### src/rtl/product_accumulator.sv
// product_accumulator: sums a programmed number of signed products (for
// example, from a 32x32 multiplier) into a wide two's-complement accumulator.
// Input and output each use a valid/ready handshake. The handshake outputs
// depend only on the FSM state, so there is no combinational path from
// in_valid to in_ready, or from out_ready to out_valid.
module product_accumulator #(
    parameter int PW    = 64,
    parameter int ACC_W = 72,
    parameter int CNT_W = 8
) (
    input  logic             clk,
    input  logic             rst,
    input  logic             start,
    input  logic [CNT_W-1:0] len,
    input  logic             in_valid,
    output logic             in_ready,
    input  logic [PW-1:0]    in_prod,
    output logic             out_valid,
    input  logic             out_ready,
    output logic [ACC_W-1:0] out_sum,
    output logic             out_ovf,
    output logic             busy
);

    typedef enum logic [1:0] {IDLE, ACC, DONE} state_t;

    state_t           state;
    logic [ACC_W-1:0] acc;
    logic [CNT_W-1:0] cnt;
    logic             ovf;

    logic [ACC_W-1:0] prod_ext;
    logic [ACC_W-1:0] sum_nxt;
    logic             add_ovf;

    // Sign-extend the product. Overflow means the operands share a sign and
    // the wrapped result does not.
    assign prod_ext = ACC_W'($signed(in_prod));
    assign sum_nxt  = acc + prod_ext;
    assign add_ovf  = (acc[ACC_W-1] == prod_ext[ACC_W-1]) &&
                      (sum_nxt[ACC_W-1] != acc[ACC_W-1]);

    // Run control: a start pulse in IDLE loads len, ACC accepts products,
    // and DONE holds the result until the consumer takes it.
    always_ff @(posedge clk) begin
        if (rst) begin
            state <= IDLE;
            acc   <= '0;
            cnt   <= '0;
            ovf   <= 1'b0;
        end else begin
            case (state)
                IDLE: begin
                    if (start) begin
                        acc <= '0;
                        ovf <= 1'b0;
                        if (len != '0) begin
                            cnt   <= len;
                            state <= ACC;
                        end else begin
                            state <= DONE;
                        end
                    end
                end
                ACC: begin
                    if (in_valid) begin
                        acc <= sum_nxt;
                        ovf <= ovf | add_ovf;
                        cnt <= cnt - 1'b1;
                        if (cnt == CNT_W'(1))
                            state <= DONE;
                    end
                end
                DONE: begin
                    if (out_ready)
                        state <= IDLE;
                end
                default: state <= IDLE;
            endcase
        end
    end

    // Handshake outputs are decoded from state alone. out_sum keeps the last
    // result after the drain, because acc is only cleared by start or rst.
    assign in_ready  = (state == ACC);
    assign out_valid = (state == DONE);
    assign busy      = (state != IDLE);
    assign out_sum   = acc;
    assign out_ovf   = ovf;

endmodule

### config.mk
export PLATFORM = sky130hd
export DESIGN_NAME = product_accumulator
export DESIGN_NICKNAME = d
export VERILOG_FILES = /design/src/rtl/product_accumulator.sv
export SDC_FILE = /design/constraint.sdc
export NUM_CORES = 1
export LEC_CHECK = 0
export BUFFER_PORTS_ARGS = -buffer_cell sky130_fd_sc_hd__buf_2
export CAP_MARGIN = 10
export CORE_MARGIN = 3
export CORE_UTILIZATION = 61
export DETAILED_ROUTE_END_ITERATION = 16
export GPL_TIMING_DRIVEN = 0
export PLACE_DENSITY = 0.93
export SLEW_MARGIN = 10
export SYNTH_ARGS = -nofsm -noshare
export SYNTH_HDL_FRONTEND = slang
export SYNTH_SLANG_ARGS = --single-unit
### constraint.sdc
create_clock -name clk -period 4.9 [get_ports clk]
set_input_delay 0.735 -clock clk [delete_from_list [all_inputs] [get_ports clk]]
set_output_delay 0.735 -clock clk [all_outputs]
set_load 0.05 [all_outputs]
Word-level counts from Yosys, hierarchy flattened. Cells that the tools add are included.

Flip-flop bits (word level): 83. Bits of input ports: 77. Word-level logic and storage cells: 41.

$add $sub $neg: 2. Eq/ne operators: 10. Multiplexer cells: 16. Bitwise gates (word level): 1. Reduce and logical (&&, ||, !) cells: 8.

Operators by type and width (count): 72-bit 2-to-1 mux (2); 72-bit one-hot mux with 2 select lines (1); 72-bit adder (1); 8-bit 2-to-1 mux (3); 8-bit one-hot mux with 2 select lines (1); 2-bit 2-to-1 mux (5); 8-bit by 1-bit equality test with 1-bit output, second input constant (1); 4-bit AND reduction (2); 8-bit nonzero test (1); 8-bit by 1-bit subtractor with 8-bit output, second input constant (1); 2-bit != test, second input constant (3); 2-bit one-hot mux with 3 select lines (1); 2-bit by 1-bit != test with 1-bit output, second input constant (2); 2-bit nonzero test (2); 3-bit AND reduction (1); 2-bit by 1-bit equality test with 1-bit output, second input constant (1); 2-bit equality test, second input constant (1); 2-bit zero test (1); 1-bit 2-to-1 mux (2); 1-bit one-hot mux with 2 select lines (1); 1-bit equality test (1); 1-bit logical AND (1); 1-bit != test (1); 1-bit bitwise OR (1).

Logic depth before layout (Yosys ltp).
Depth after elaboration: 6. Depth in mapped cells: 13. Gate-level depth less buffers: 13.

Worst setup path before layout. OpenSTA, ideal clock, no wires.

Path kind: input to register. Start: in in_prod[38]. End: reg ovf (netlist: out_ovf). Setup time: 0.086 ns. Data arrival time: 3.094 ns. Data required time: 4.814 ns. Setup slack: 1.720 ns. Stages: 12. Path buffers: 1. Cell sequence: ha_1 -> buf_6 -> a21o_1 -> o21bai_1 -> a31oi_1 -> o21bai_1 -> nor4_4 -> a2111oi_4 -> o311ai_2 -> mux2i_1 -> a21oi_1 -> a211oi_1.

Longest elaborated chain between the ends: 6.

RTL lines: from (decl) (line 17) `input logic [PW-1:0] in_prod,`; 72-bit adder (line 39) `assign sum_nxt = acc + prod_ext;`; 1-bit != test (line 41) `(sum_nxt[ACC_W-1] != acc[ACC_W-1]);`; 1-bit logical AND (line 40) `assign add_ovf = (acc[ACC_W-1] == prod_ext[ACC_W-1]) &&`; 1-bit bitwise OR (line 68) `ovf <= ovf | add_ovf;`; 1-bit 2-to-1 mux (line 66) `if (in_valid) begin`; 1-bit one-hot mux with 2 select lines (line 52) `case (state)`; to (signal assigned) (line 68); to (decl) (line 30) `logic ovf;`.

Every way passes these cells. The select of a mux whose other input is x is not followed. A chain may end at the register's enable or synchronous reset.

Final worst setup path.
Start: in in_prod[4]. End: reg ovf (netlist: out_ovf).

The elaborated chain is that of the path after synthesis.

==> metrics.yaml <==
cp_max_fo: 5
rrSetupSlack_ps: 1430
cts_hold_buf: 0
cts_tree: "done"
synthTopCellsByCount: "nand2_1 (111), a21oi_1 (108), nor2_1 (89), dfxtp_1 (83), o21ai_0 (78)"
p_leak_nw: 4.06
m1WireLength_mm: 8.86
grt_use_total_pct: 31.0
worst_slew_pin_slew_ps: 648
route.met3.wl_mm: 1.75
io_pins: 153
synth_edf_count: 0
seq_area_frac_synth_pct: 22.7
syn_avg_cell_area_sq_um: 7.42
rows: 39
holdWs_ps: 465
worstSkewPairLatency_ps: 350
drive_gt1_share_pct: 18.1
drtIter0Drc: 848
cp_common_cell: "a21oi_1"
async_flop_share_pct: 0
critical_path.top_delay_family: "compound AO/OA/AOI/OAI gates"
antenna_found_initial: 1
setup_viol: 0
period_needed_ps: 3640
yosysWarnings: 0
relSlewSlack_pct: 56.8
synthSimpleGateAreaFrac_pct: 20.8
cts.sinks: 83
cts.repair.resized: 0
wl_met2_mm: 9.64
critical_path_class: "in2reg"
ant_nets: 0
p_per_area_mw_per_mm2: 261
synth_area_sq_mm: 0.00730
min-delay-path-class: "reg2reg"
synth_cell_types: 67
cp_cell_sequence: "buf_2 -> ha_1 -> a21oi_1 -> o21ai_1 -> o21ai_0 -> a21oi_2 -> nor4_4 -> a2111oi_4 -> o311ai_2 -> mux2i_1 -> a21oi_1 -> a211oi_1"
end_kind: "flop"
maxCapViolCount: 0
crit_path_start_kind: "primary input"
place_congestion: 0.938
dr.pass1.iters: 5
wirelength_mm: 20.8
via_per_inst: 6.15
yosys.area.top_type_share_pct: 22.7
path_depth: 12
highest_layer: "met5"
drc_errors: 0
yosys-top-cells-area: "dfxtp_1 (23%), ha_1 (13%), a21oi_1 (7.4%)"
critPathBufInv: 1
finClkSkew_ps: 5.81
whs_path_depth: 2
antennaDiodeCount: 0
htree_levels: 3
root_buffer: "clkbuf_16"
required_ps: 5170
dp_hpwl_mm: 16.2
die_h_microns: 115
yosysTopAreaCell: "dfxtp_1"
clockBufferDepth: 2
cp.arrival_ps: 3910
synth_xor_area_share_pct: 7.91
synthesis.instances: 985
synthMostInstantiatedCell: "nand2_1"
synth-seq-cells: 83
grt_pass1_vias: 7377
grt_remaining_overflow: 0
grt_start_max_net_pins: 13
dpl.cell_count: 1279
vias: 7946
final_net_count: 1298
ys.flop_type: "dfxtp_1"
slowest_delay_ps: 540
port-buffer-count: 151
fmax_mhz: 275
synth.net_count: 1136
synth_top_family_by_area: "compound AO/OA/AOI/OAI gates"
stdcell_count: 1293
fin_util_pct: 74.0
cts_setup_buffers: 0
coreArea_sq_mm: 0.0116
wire_per_inst_microns: 16.1
start_util_pct: 63.2
rsz0062_at_grt: "no"
die_w_microns: 115
ir_drop_v: 0.000204
cts_buffers: 9
synth_mux_area_share_pct: 0.411
synth_compound_area_share_pct: 30.1
r2r_cells: 11
cts.clk_slew.worst_paths_ps: 60
die_area_sq_mm: 0.0133
grt_pass1_wl_mm: 33.8
power_mw: 2.23
synth_adder_area_share_pct: 12.8
status: "completed"
tns_ps: 0
cpMaxStageDelayCell: "o21ai_0"
layout_worst_path_cycle_share_pct: 74.3
syn_to_final_growth_pct: 17.1
finalHoldViolations: 0
slew_viol_final: 0
-- tightest hold or removal path: cells and delay by family, from the launching register on --
kind / cells / cell delay, ps
compound gates: 1 / 50
flops: 1 / 320
simple gates: 1 / 50
-- routing by layer --
metal / up-vias / global-route usage [%]
li1: 3910 / -
met1: 3627 / 39.7
met2: 355 / 51.8
met3: 52 / 5.90
met4: 2 / 12.1
met5: - / 0
-- layout make-up --
type                            count  area [sq um]
Buffer                             59           263
Clock inverter                      2          60.1
Inverter                           32           120
Clock buffer                       12           256
Sequential cell                    83          1660
Tap cell                          143           179
Fill cell                         909          3010
Multi-Input combinational cell    811          5260
Timing Repair Buffer              151           756
-- sequential cells by signal, indices dropped and copies added, names as in the netlist --
| register | cells |
|---|---|
| out_sum | 72 |
| cnt | 8 |
| state | 2 |
| out_ovf | 1 |
-- cell usage in the layout, fill, tap and decap left out, types with 26 or more instances in the layout --
| master | instances |
|---|---|
| inv_1 | 32 |
| xor2_1 | 26 |
| dfxtp_1 | 83 |
| a21oi_1 | 108 |
| nand2_1 | 111 |
| o21ai_0 | 78 |
| ha_1 | 73 |
| a22oi_1 | 31 |
| xnor2_1 | 40 |
| clkbuf_1 | 37 |
| a21o_1 | 32 |
| nor2_1 | 89 |
| buf_2 | 172 |
-- final timing paths --
path	from	to
worst max register to register	out_sum[4]	out_ovf
worst min-delay path	out_sum[56]	out_sum[56]
worst max-delay path	in_prod[4]	out_ovf
worst min register to register	out_sum[56]	out_sum[56]
-- report_power, final --
part / internal (mW) / switching (mW) / leakage (nW)
sequential: 0.714 / 0.0326 / 0.674
clock: 0.469 / 0.274 / 0.155
combinational: 0.249 / 0.493 / 3.23
total: 1.43 / 0.799 / 4.06
-- cell families (layout without fill, tap and decap cells) --
group	Yosys count	count (layout)
flip-flops	83	83
AO/OA/AOI/OAI	350	350
buffers and inverters	91	256
adder cells (fa/ha/maj)	74	74
multiplexers	3	3
XOR/XNOR	66	66
AND/OR/NAND/NOR	318	318
-- metrics by stage --
step	setup WS [ps]	instance area, sq um
floorplan	1720	7300
global placement	1080	8240
detailed placement	1070	8240
CTS	1360	8560
global route	1100	8560
finish	1260	8560
(Power assumes the default switching activity.)
